### src/rtl/jr_fwd_pkg.sv
// Shared constants and types for the jr/jalr target forwarding controller.
package jr_fwd_pkg;

    localparam logic [3:0] SEL_RF     = 4'b0001;
    localparam logic [3:0] SEL_ALU    = 4'b0010;
    localparam logic [3:0] SEL_EXEMEM = 4'b0100;
    localparam logic [3:0] SEL_MEMWB  = 4'b1000;

    typedef enum logic {
        IDLE = 1'b0,
        WAIT = 1'b1
    } state_e;

endpackage

### src/rtl/jr_hit_cmp.sv
// Single-stage producer match: a stage hits when it writes the jump's rs (r0 never hits).
module jr_hit_cmp (
    input  logic       wr_en,
    input  logic [4:0] wr_reg,
    input  logic [4:0] rs,
    output logic       hit
);

    assign hit = wr_en && (wr_reg == rs) && (rs != 5'd0);

endmodule

### src/rtl/jr_fwd_ctrl.sv
// Jump-register target forwarding and load-use stall control for the ID stage.
//   state | meaning
//   IDLE  | resolve jr target from regfile/ALU/EXE-MEM/MEM-WB, or start a load stall
//   WAIT  | ID frozen behind a load; cnt=1 -> one more stall, cnt=0 -> take MEM/WB value
module jr_fwd_ctrl
    import jr_fwd_pkg::*;
(
    input  logic        clk,
    input  logic        rst_n,
    input  logic        id_valid,
    input  logic        id_is_jr,
    input  logic [4:0]  id_rs,
    input  logic        exe_wr_en,
    input  logic [4:0]  exe_wr_reg,
    input  logic        exe_is_load,
    input  logic        mem_wr_en,
    input  logic [4:0]  mem_wr_reg,
    input  logic        mem_is_load,
    input  logic        wb_wr_en,
    input  logic [4:0]  wb_wr_reg,
    input  logic        flush,
    output logic [3:0]  sel,
    output logic        stall,
    output logic [15:0] stall_cycles
);

    state_e     state, state_nxt;
    logic       cnt, cnt_nxt;
    logic [4:0] rs_q, rs_nxt;
    logic       exe_hit, mem_hit, wb_hit;

    jr_hit_cmp u_exe_cmp (.wr_en(exe_wr_en), .wr_reg(exe_wr_reg), .rs(id_rs), .hit(exe_hit));
    jr_hit_cmp u_mem_cmp (.wr_en(mem_wr_en), .wr_reg(mem_wr_reg), .rs(id_rs), .hit(mem_hit));
    jr_hit_cmp u_wb_cmp  (.wr_en(wb_wr_en),  .wr_reg(wb_wr_reg),  .rs(id_rs), .hit(wb_hit));

    always_ff @(posedge clk or negedge rst_n) begin
        if (!rst_n) begin
            state        <= IDLE;
            cnt          <= 1'b0;
            rs_q         <= 5'd0;
            stall_cycles <= 16'd0;
        end else begin
            state <= state_nxt;
            cnt   <= cnt_nxt;
            rs_q  <= rs_nxt;
            if (stall && (stall_cycles != 16'hFFFF))
                stall_cycles <= stall_cycles + 16'd1;
        end
    end

    always_comb begin
        state_nxt = state;
        cnt_nxt   = cnt;
        rs_nxt    = rs_q;
        sel       = SEL_RF;
        stall     = 1'b0;
        // Reset is checked here too so outputs stay quiet while rst_n is held low.
        if (!rst_n) begin
            state_nxt = IDLE;
            cnt_nxt   = 1'b0;
        end else if (flush) begin
            state_nxt = IDLE;
            cnt_nxt   = 1'b0;
        end else begin
            case (state)
                IDLE: begin
                    if (id_valid && id_is_jr) begin
                        if (exe_hit) begin
                            if (exe_is_load) begin
                                stall     = 1'b1;
                                state_nxt = WAIT;
                                cnt_nxt   = 1'b1;
                                rs_nxt    = id_rs;
                            end else begin
                                sel = SEL_ALU;
                            end
                        end else if (mem_hit) begin
                            if (mem_is_load) begin
                                stall     = 1'b1;
                                state_nxt = WAIT;
                                cnt_nxt   = 1'b0;
                                rs_nxt    = id_rs;
                            end else begin
                                sel = SEL_EXEMEM;
                            end
                        end else if (wb_hit) begin
                            sel = SEL_MEMWB;
                        end
                    end
                end
                WAIT: begin
                    if (cnt) begin
                        stall   = 1'b1;
                        cnt_nxt = 1'b0;
                    end else begin
                        sel       = SEL_MEMWB;
                        state_nxt = IDLE;
                    end
                end
                default: begin
                    state_nxt = IDLE;
                    cnt_nxt   = 1'b0;
                end
            endcase
        end
    end

    // ID must hold the same jump while the load result is in flight.
    a_id_frozen: assert property (@(posedge clk) disable iff (!rst_n)
        (state == WAIT) |-> (id_is_jr && (id_rs == rs_q)))
        else $error("jr_fwd_ctrl: ID changed while in WAIT");

endmodule

### config.mk
export PLATFORM = sky130hd
export DESIGN_NAME = jr_fwd_ctrl
export DESIGN_NICKNAME = d
export VERILOG_FILES = /design/src/rtl/jr_fwd_pkg.sv /design/src/rtl/jr_hit_cmp.sv /design/src/rtl/jr_fwd_ctrl.sv
export SDC_FILE = /design/constraint.sdc
export NUM_CORES = 1
export LEC_CHECK = 0
export ABC_CLOCK_PERIOD_IN_PS = 4100
export CORE_MARGIN = 2
export CORE_UTILIZATION = 45
export CTS_BUF_LIST = sky130_fd_sc_hd__clkbuf_16
export CTS_CLUSTER_SIZE = 14
export DETAILED_ROUTE_END_ITERATION = 16
export HOLD_SLACK_MARGIN = 0.08
export PLACE_DENSITY = 0.92
export SYNTH_ARGS = -nofsm -noshare
export SYNTH_HDL_FRONTEND = slang
export SYNTH_SLANG_ARGS = --single-unit
### constraint.sdc
create_clock -name clk -period 4.1 [get_ports clk]
set_input_delay 0.41 -clock clk [delete_from_list [all_inputs] [get_ports clk]]
set_output_delay 0.41 -clock clk [all_outputs]
set_load 0.1 [all_outputs]
# Yosys cells after proc, flatten, opt, wreduce, memory -nomap -nowiden
# Cells that the tools add are included.
dict set report classes {
  addsub 1
  n_mul 0
  div 0
  magnitude_cmp 0
  n_eq_ne 8
  n_shift 0
  muxes 27
  n_bitwise 1
  n_reduce_logical 10
}
# cell count
set op_table {}
lappend op_table {{4-bit 2-to-1 mux} 7}
lappend op_table {{16-bit by 1-bit adder with 16-bit output, second input constant} 1}
lappend op_table {{16-bit inequality test, second input constant} 1}
lappend op_table {{5-bit == test} 3}
lappend op_table {{1-bit 2-to-1 mux} 15}
lappend op_table {{5-bit inequality test, second input constant} 3}
lappend op_table {{1-bit logical AND} 8}
lappend op_table {{4-bit case mux with 2 select lines} 1}
lappend op_table {{5-bit nonzero test} 1}
lappend op_table {{4-bit inequality test, second input constant} 1}
lappend op_table {{1-bit case mux with 2 select lines} 2}
lappend op_table {{4-bit AND reduction} 1}
lappend op_table {{3-bit 2-to-1 mux} 1}
lappend op_table {{2-bit 2-to-1 mux} 1}
lappend op_table {{1-bit inverter} 1}
dict set report totals {
  register_bits 18
  latch_bits 0
  ram_bits 0
  rom_bits 0
  in_bits 30
  output_inout_bits 21
  word_cells 50
  n_memories 0
}

# Depth between registers and ports, before layout
# Gate-level depths: netlist of the first run.
dict set report logic_depth {
  depth_word 10
  mapped_depth 9
  ltp_nobuf 8
}

# Hierarchy
# From an unflattened synthesis of the first run, not the netlist that was laid out.
dict set report unflattened {
  hier_cells 124
  area_unflattened_um2 1168.6
}
# mod instances cells_per_inst area_per_inst_um2 seq_area_each_um2
set modules_own_cells {}
lappend modules_own_cells {jr_fwd_ctrl 1 94 958.4 450.4}
lappend modules_own_cells {jr_hit_cmp 3 10 70.1 0.0}

# Worst setup path after synthesis of the first run
# OpenSTA, ideal clock, no wires.
dict set report synth_timing {
  kind {in2out}
  start {in mem_wr_reg[1]}
  end {out sel[2]}
  arrival_time_ps 4256
  required_time_ps 3690
  slack_ps -566
  cell_stages 4
  n_path_buf 0
  path_cell_list {xnor2_1 nand3_1 or4_2 nor4_1}
}
dict set report synth_via {
  elab_chain_cells 9
}
# element line_no
set synth_rtl {}
lappend synth_rtl {{start, declared} jr_fwd_ctrl.sv:17} ;# input logic [4:0] mem_wr_reg,
lappend synth_rtl {{5-bit == test} jr_hit_cmp.sv:9} ;# assign hit = wr_en && (wr_reg == rs) && (rs != 5'd0);
lappend synth_rtl {{1-bit logical AND (2 in series)} jr_hit_cmp.sv:9}
lappend synth_rtl {{4-bit 2-to-1 mux} jr_fwd_ctrl.sv:77} ;# end else if (mem_hit) begin
lappend synth_rtl {{4-bit 2-to-1 mux} jr_fwd_ctrl.sv:68} ;# if (exe_hit) begin
lappend synth_rtl {{4-bit 2-to-1 mux} jr_fwd_ctrl.sv:67} ;# if (id_valid && id_is_jr) begin
lappend synth_rtl {{4-bit case mux with 2 select lines} jr_fwd_ctrl.sv:65} ;# case (state)
lappend synth_rtl {{4-bit 2-to-1 mux} jr_fwd_ctrl.sv:61} ;# end else if (flush) begin
lappend synth_rtl {{4-bit 2-to-1 mux} jr_fwd_ctrl.sv:58} ;# if (!rst_n) begin
lappend synth_rtl {{end, declared} jr_fwd_ctrl.sv:22} ;# output logic [3:0] sel,
# No other way between the ends.

# Worst setup path in the final report of the first run
dict set report layout_timing {
  start {in id_rs[0]}
  end {out sel[0]}
}
dict set report layout_via {
  elab_chain_cells 10
  elab_cells_between_ends 17
  classes_between {eq/ne (3); mux (7); reduce/logical (7)}
}
# element line_no
set layout_rtl {}
lappend layout_rtl {{start, declared} jr_fwd_ctrl.sv:12} ;# input logic [4:0] id_rs,
lappend layout_rtl {{5-bit == test} jr_hit_cmp.sv:9}
lappend layout_rtl {{1-bit logical AND (2 in series)} jr_hit_cmp.sv:9}
lappend layout_rtl {{4-bit 2-to-1 mux} jr_fwd_ctrl.sv:86} ;# end else if (wb_hit) begin
lappend layout_rtl {{4-bit 2-to-1 mux} jr_fwd_ctrl.sv:77}
lappend layout_rtl {{4-bit 2-to-1 mux (*)} jr_fwd_ctrl.sv:68}
lappend layout_rtl {{4-bit 2-to-1 mux (*)} jr_fwd_ctrl.sv:67}
lappend layout_rtl {{4-bit case mux with 2 select lines (*)} jr_fwd_ctrl.sv:65}
lappend layout_rtl {{4-bit 2-to-1 mux (*)} jr_fwd_ctrl.sv:61}
lappend layout_rtl {{4-bit 2-to-1 mux (*)} jr_fwd_ctrl.sv:58}
# Every way passes the cells marked *; elsewhere a longest branch is shown, timed or not.

==> flow_summary.toml, run 1 <==
[cts]
cts_buffers = 3
root_buffer = "clkbuf_16"
cts.clk_slew.worst_paths_ns = 0.05
postCtsSetupBuffers = 0
clock_path_buffers = 2
cts_sinks = 18
cts.hold.buffers_added = 0
postCtsResizedCells = 0
cts_tree = "yes"
clk_latency_ns = 0.24
cts_max_level = 1

[power_and_ir_drop]
ir_drop_mv = 0.306
p_seq_share_pct = 40.8
internal_power_uw = 347
swShare_pct = 21.4
power_frac_comb_pct = 16.5
power_density_nw_per_um2 = 243
clockPowerShare_pct = 42.7
power_leakage_uw = 0.000728
power_switching_uw = 94.4

[global_route]
antenna_found_initial = 0
grt_max_degree = 20
grt_use_met3_pct = 4.42
grt_pass1_vias = 1195
grt.busiest_layer = "met2"
grt_pass1_wl_um = 5440
grt_use_met2_pct = 40.8
grt_overflow = 0
use_met1_pct = 25.5
grt_usage_pct = 21.9

[routing]
ant_nets = 0
via_count = 1132
drt_wl_total_um = 3160
drc = 0
avgRoutedWirePerCell_um = 15.2
vias_per_cell = 5.47
first_pass_iters = 4
drt_iter0_drc = 35

[cells_and_area]
final_cell_mix = "clkdlybuf4s50_1 (45), xnor2_1 (22), dfrtp_1 (18)"
insertedDiodeCount = 0
area_growth_pct = 51.4
finalCoreUtilization_pct = 72.5
final_layout_size_suffix_gt1_share_pct = 13.0
fillers = 181
fin_cells = 207
seqCellArea_um2 = 450
fin_nets = 210
final_common_cell = "clkdlybuf4s50_1"
multiInputGateArea_um2 = 731

[die]
die_y_um = 55.6
die-area_um2 = 3090
fp.dieW_um = 55.6
core_area_um2 = 2500
io_pins = 51
num_rows = 18
floorplan.initialDensity_pct = 47.9

[timing]
hold_viol = 0
fin_crit_sh_pct = 81.1
finClkSkew_ns = 0.00129
relSlewSlack_pct = 33.3
final.setup.worst_slack_ns = 0.774
setup_viol = 0
slew_violations = 0
min_period_ns = 3.33
max_freq_ghz = 0.301
rsz0062_at_grt = "no"
setup-tns-final_ns = 0
worstMarginPinSlew_ns = 0.998

[synth]
yosysWarnings = 0
synthCells = 124
synth_nets = 155
synth_ff_type = "dfrtp_1"
synthArstFlopShare_pct = 100
synth_cell_types = 34
synth_edf_count = 0
syn_area_um2 = 1200
yosysSeqAreaShare_pct = 37.6
avgSynthCellArea_um2 = 9.66
ys_ff_latch = 18

[min_path]
hp-class = "in2async"

[setup_path]
cp_slowest_stage_delay_ns = 0.72
regToRegSetupSlack_ns = 1.73
worst_path_most_repeated_cell = "nand3_1"
critPathBufInv = 2
worst_ep_arrival_time_ns = 2.92
path_cells = "clkdlybuf4s50_1 -> nand2b_1 -> nand3_1 -> or4_2 -> and4bb_2 -> nor2_1 -> o21ai_0 -> nand3_1 -> buf_4"
startpoint_type = "primary input"
cp_slowest_cell = "or4_2"
crit_type = "in2out"
required_ns = 3.69
cp-end-kind = "output port"
cp_max_fo = 5
cp_top_family = "simple AND/OR/NAND/NOR gates"

[job]
maxCapViolations = 0

[place]
port_buffers = 50
gp_congestion = 0.922
dpl.hpwl_um = 2480
dpl.cell_count = 204
dpl_worst_slack_ns = 0.807

[run_status]
status = "complete, no violations"
state kept, by name, summed over array words and instances (netlist names):
signal / cells
stall_cycles: 16
state: 1
cnt: 1
synthesized netlist by cell type, types with 2 or more instances:
cell type,number,area [um^2]
nor4_1,3,18.8
and3_1,5,31.3
nand3_1,8,40.0
dfrtp_1,18,450
inv_1,3,11.3
nand4_1,10,62.6
mux2_2,2,22.5
nand2b_1,3,18.8
xnor2_1,22,193
a21oi_1,5,25.0
nor2_1,5,18.8
nor3_1,3,15.0
xor2_1,5,43.8
nor4b_1,2,17.5
nand2_1,11,41.3
power by group through the flow:
| stage | Clock [uW] | Combinational (uW) | Sequential (uW) |
|---|---|---|---|
| after floorplan | 0 | 23.2 | 189 |
| after global placement | 0 | 70.4 | 183 |
| after detailed placement | 0 | 73.0 | 183 |
| after CTS | 192 | 73.2 | 180 |
| after global routing | 198 | 78.8 | 180 |
| final | 188 | 72.9 | 180 |
layout make-up:
type                            instances  share of cell area (%)
Clock buffer                            3                    4.14
Inverter                                3                   0.621
Multi-Input combinational cell        102                    40.3
Sequential cell                        18                    24.8
Tap cell                               30                    2.07
Timing Repair Buffer                   51                    28.0
worst paths after layout:
path	from	end	depth (start not counted)
worst min register to register	stall_cycles[15]$_DFFE_PN0P_	stall_cycles[15]$_DFFE_PN0P_	1
worst min-delay path	rst_n	stall_cycles[15]$_DFFE_PN0P_	2
worst max-delay path	id_rs[0]	sel[0]	9
worst max register to register	stall_cycles[0]$_DFFE_PN0P_	stall_cycles[8]$_DFFE_PN0P_	8
min in group clk	stall_cycles[15]$_DFFE_PN0P_	stall_cycles[15]$_DFFE_PN0P_	1
max in group asynchronous	rst_n	stall_cycles[7]$_DFFE_PN0P_	2
worst reg2reg max path, cell delays in order (launching register included):
cell     delay (ns)
dfrtp_1        0.40
ha_1           0.23
nand4_1        0.18
nor4_1         0.54
nor3_1         0.08
a21oi_1        0.19
nand2_2        0.21
and3_2         0.29
xor2_1         0.14
through the flow:
step	total power, uW	instance area [um^2]	hold WS (ns)
floorplan	212	1200	0.114
global placement	253	1740	0.496
detailed placement	256	1740	0.508
CTS	445	1810	0.503
global route	457	1810	0.522
finish	441	1810	0.494
logic make-up (layout without fill, tap and decap cells):
family | count (synthesis) | in the layout | synth area share (%)
flip-flops | 18 | 18 | 37.6
XOR/XNOR | 27 | 27 | 19.7
buffers and inverters | 4 | 57 | 1.88
multiplexers | 3 | 3 | 2.72
adder cells (fa/ha/maj) | 1 | 1 | 1.04
AND/OR/NAND/NOR | 63 | 63 | 33.5
AO/OA/AOI/OAI | 8 | 8 | 3.45
per-layer routing:
| layer | vias to the layer above | part of all wire (%) |
|---|---|---|
| li1 | 557 | - |
| met1 | 537 | 42 |
| met2 | 29 | 53 |
| met3 | 9 | 3.4 |
| met4 | 0 | 1.9 |
| met5 | - | 0 |
Note: power is estimated with default switching activity, not from simulation.
==> run 2, diff against run 1 <==
ABC_CLOCK_PERIOD_IN_PS = 3000   (was 4100)
CORE_UTILIZATION = 38   (was 45)
PLACE_DENSITY = 0.84   (was 0.92)
clock period = 3 ns   (was 4.1 ns; I/O delays follow)
==> flow_summary.toml, run 2 (synthesis results as in run 1) <==
[run_status]
status = "complete, no violations"

[setup_path]
reg2reg_depth = 8
required_ns = 2.70
cp-end-kind = "output port"
crit_type = "in2out"
startpoint_type = "primary input"
worst_ep_arrival_time_ns = 2.57
cp_slowest_stage_delay_ns = 0.65
path_cells = "clkdlybuf4s50_1 -> or4_4 -> nor2_4 -> or4_2 -> and4bb_2 -> nor2_1 -> o21ai_0 -> nand3_1 -> buf_12"
cp_slowest_cell = "or4_2"
cp_max_fo = 4

[die]
num_rows = 20
fp.dieW_um = 60.1
floorplan.initialDensity_pct = 39.5
core_area_um2 = 3030
die-area_um2 = 3620
die_y_um = 60.1
io_pins = 51

[timing]
rsz0062_at_grt = "no"
finClkSkew_ns = 0.00383
fin_crit_sh_pct = 95.7
worstMarginPinSlew_ns = 0.516
relSlewSlack_pct = 65.3
final.setup.worst_slack_ns = 0.129
setup_viol = 0
hold_ws_ns = 0.425
min_period_ns = 2.87
max_freq_ghz = 0.348
hold_viol = 0
slew_violations = 0

[routing]
drc = 0
first_pass_iters = 4
drt_iter0_drc = 38
drt_wl_total_um = 3240
via_count = 1150
ant_nets = 0
vias_per_cell = 5.11
avgRoutedWirePerCell_um = 14.4

[power_and_ir_drop]
ir_drop_mv = 0.339
power_leakage_uw = 0.000821
power_density_nw_per_um2 = 324
report.power.total_uw = 610

[cells_and_area]
final_cell_mix = "clkdlybuf4s50_1 (26), xnor2_1 (22), buf_4 (20)"
final_common_cell = "clkdlybuf4s50_1"
fillers = 253
reg_top3 = "stall_cycles: 16 flops, cnt: 1 flops, state: 1 flops"
largest_reg_flops = 16
fin_nets = 213
design_area_um2 = 1880
insertedDiodeCount = 0
final_layout_size_suffix_gt1_share_pct = 24.3
largest_register = "stall_cycles"
finalCoreUtilization_pct = 62.2
area_growth_pct = 57.3

[cts]
cts.hold.buffers_added = 0
cts_max_level = 1
clock_path_buffers = 2
cts.clk_slew.worst_paths_ns = 0.05
cts_buffers = 3
postCtsSetupBuffers = 0
clk_latency_ns = 0.25
postCtsResizedCells = 0
cts_tree = "yes"
root_buffer = "clkbuf_16"
cts_sinks = 18

[global_route]
grt_pass1_vias = 1125
grt_overflow = 0
grt_max_degree = 19
grt_pass1_wl_um = 5140
grt_usage_pct = 18.9
antenna_found_initial = 0

[place]
port_buffers = 50
dpl_worst_slack_ns = 0.0576
post_dp_cell_area_um2 = 1800
gp_congestion = 0.790
dpl.hpwl_um = 2610

[min_path]
hp-class = "in2async"

[job]
maxCapViolations = 0
-- run 2: report_power, final --
part	total (uW)	internal, uW	switching [uW]
combinational	101	55.5	45.5
clock	263	177	86.2
sequential	246	244	1.45
total	610	477	133
-- run 2: cell type report --
type                    instances  area [um^2]  area share, %
well taps                      44         55.1           2.92
multi-input cells             102          739           39.3
inverters                       3         11.3          0.598
clock buffers                   3         75.1           3.99
flip-flops and latches         18          450           23.9
clock inverters                 1         3.75          0.199
repair buffers                 54          548           29.1
-- run 2: per-layer routing --
metal | GRT usage (%) | routed length [um] | vias to the layer above
met5 | 0 | 0 | -
met4 | 4.13 | 37 | 0
met3 | 5.19 | 105 | 4
met2 | 33.7 | 1800 | 30
met1 | 22.4 | 1290 | 553
li1 | - | - | 563
-- run 2: per-stage QoR --
stage / cells / TNS (ns)
finish: 225 / 0
floorplan: 124 / -0.277
global route: 225 / 0
global placement: 221 / 0
CTS: 225 / 0
detailed placement: 221 / 0
-- run 2: worst paths after layout --
path / start / endpoint / slack [ns]
hold reg to reg: stall_cycles[4]$_DFFE_PN0P_ / stall_cycles[4]$_DFFE_PN0P_ / 0.51
min in group clk: stall_cycles[4]$_DFFE_PN0P_ / stall_cycles[4]$_DFFE_PN0P_ / 0.51
hold / removal: rst_n / stall_cycles[12]$_DFFE_PN0P_ / 0.42
max in group asynchronous: rst_n / stall_cycles[13]$_DFFE_PN0P_ / 2.38
setup reg to reg: stall_cycles[0]$_DFFE_PN0P_ / stall_cycles[8]$_DFFE_PN0P_ / 0.64
setup / recovery: id_rs[3] / sel[0] / 0.13
-- run 2: critical path: cells and delay by family --
| family | cells | cell delay, ns |
|---|---|---|
| AO/OA/AOI/OAI | 1 | 0.10 |
| buffers and inverters | 2 | 0.78 |
| AND/OR/NAND/NOR | 6 | 1.39 |
==> run 3, diff against run 2 <==
CORE_UTILIZATION = 39   (was 38)
CTS_BUF_LIST = sky130_fd_sc_hd__clkbuf_2 sky130_fd_sc_hd__clkbuf_4 sky130_fd_sc_hd__clkbuf_8   (was sky130_fd_sc_hd__clkbuf_16)
PLACE_DENSITY = 0.86   (was 0.84)
==> flow_summary.toml, run 3 (synthesis results as in run 1) <==
[run_status]
status = "complete, no violations"

[power_and_ir_drop]
report.power.total_uw = 498
power_leakage_uw = 0.000804
ir_drop_mv = 0.206
power_density_nw_per_um2 = 273

[setup_path]
required_ns = 2.70
crit_type = "in2out"
crit_start = "id_rs[3]"
cp_max_fo = 4
cp_slowest_cell = "or4_2"
worst_ep_arrival_time_ns = 2.55
critPathBufInv = 2
startpoint_type = "primary input"
rr_startpoint = "stall_cycles[0]$_DFFE_PN0P_"
cp-end-kind = "output port"
cp_slowest_stage_delay_ns = 0.65
cp_top_family = "simple AND/OR/NAND/NOR gates"
path_cells = "clkdlybuf4s50_1 -> or4_4 -> nor2_4 -> or4_2 -> and4bb_2 -> nor2_1 -> o21ai_0 -> nand3_1 -> buf_12"

[global_route]
antenna_found_initial = 0
grt_pass1_wl_um = 5050
grt_pass1_vias = 1085
grt_max_degree = 19
grt_overflow = 0
grt_usage_pct = 18.7

[cts]
cts_max_level = 1
root_buffer = "clkbuf_4"
cts_sinks = 18
clk_latency_ns = 0.30
cts_buffers = 3
clock_path_buffers = 2
cts.hold.buffers_added = 0
postCtsResizedCells = 0
cts_tree = "yes"
postCtsSetupBuffers = 0
cts.clk_slew.worst_paths_ns = 0.11

[cells_and_area]
final_layout_size_suffix_gt1_share_pct = 24.9
reg_top3 = "stall_cycles: 16 flops, cnt: 1 flops, state: 1 flops"
seqCellArea_um2 = 450
design_area_um2 = 1830
largest_register = "stall_cycles"
final_common_cell = "clkdlybuf4s50_1"
multiInputGateArea_um2 = 739
fillers = 246
fin_nets = 213
area_growth_pct = 52.6
fin_cells = 214
insertedDiodeCount = 0
largest_reg_flops = 16
final_cell_mix = "clkdlybuf4s50_1 (26), xnor2_1 (22), buf_4 (20)"

[routing]
first_pass_iters = 4
vias_per_cell = 5.26
drt_iter0_drc = 41
avgRoutedWirePerCell_um = 14.1
via_count = 1126
drc = 0
drt_wl_total_um = 3010
ant_nets = 0

[min_path]
hp-class = "in2async"

[die]
io_pins = 51
die-area_um2 = 3530
die_y_um = 59.4
floorplan.initialDensity_pct = 40.2
core_area_um2 = 2980
fp.dieW_um = 59.4
num_rows = 20

[timing]
setup_viol = 0
fin_crit_sh_pct = 95.0
worstMarginPinSlew_ns = 0.501
finClkSkew_ns = 0.00239
max_freq_ghz = 0.351
setup-tns-final_ns = 0
relSlewSlack_pct = 66.3
final.setup.worst_slack_ns = 0.151
min_period_ns = 2.85
hold_viol = 0
slew_violations = 0
rsz0062_at_grt = "no"

[place]
port_buffers = 50
dpl.cell_count = 210
post_dp_cell_area_um2 = 1780
dpl_worst_slack_ns = 0.0904
dpl.hpwl_um = 2520
gp_congestion = 0.741

[job]
maxCapViolations = 0
-- run 3: cell count changes in the layout (fill, tap and decap cells not counted) --
cell / delta
clkbuf_16: -3
clkbuf_8: +1
clkbuf_4: +3
clkinv_1: -1
-- run 3: metrics by stage --
stage | utilization (%) | hold slack [ns]
global placement | 59.9 | 0.499
global route | 61.3 | 0.406
detailed placement | 59.9 | 0.509
floorplan | - | 0.00441
CTS | 61.1 | 0.382
finish | 61.3 | 0.364
-- run 3: worst reg2reg max path: stages, from the launching register on --
cell and delay (ns):
dfrtp_1 0.41, ha_1 0.23, nand4_1 0.18, nor4_1 0.53, nor3_1 0.09, a21oi_1 0.20
nand2_2 0.21, and3_2 0.28, xor2_1 0.13
-- run 3: report_power, final --
part           internal (uW)  leakage [uW]  total (uW)  switching (uW)
Clock                   74.1     0.0000210         153            78.9
Sequential               244      0.000251         245            1.32
Combinational           55.5      0.000531         101            45.1
Total                    373      0.000804         498             125
-- run 3: worst paths after layout --
kind	end	slack, ns	depth (start not counted)
max	sel[0]	0.15	9
max in group asynchronous	stall_cycles[5]$_DFFE_PN0P_	2.45	2
min in group clk	stall_cycles[4]$_DFFE_PN0P_	0.53	1
max reg2reg	stall_cycles[8]$_DFFE_PN0P_	0.63	8
min reg2reg	stall_cycles[4]$_DFFE_PN0P_	0.53	1
min	stall_cycles[6]$_DFFE_PN0P_	0.36	2
-- run 3: layout make-up --
class / instances / share of cell area [%]
multi-input combinational: 102 / 40.5
timing repair buffer: 54 / 30.0
sequential: 18 / 24.7
tap: 33 / 2.26
clock buffer: 4 / 1.99
inverter: 3 / 0.616
-- run 3: metal layers --
| metal | up-vias | GRT usage (%) | wire length (um) |
|---|---|---|---|
| met5 | - | 0 | 0 |
| met4 | 0 | 4.22 | 23 |
| met3 | 4 | 3.49 | 87 |
| met2 | 19 | 31.7 | 1640 |
| met1 | 539 | 24.5 | 1260 |
| li1 | 564 | - | - |
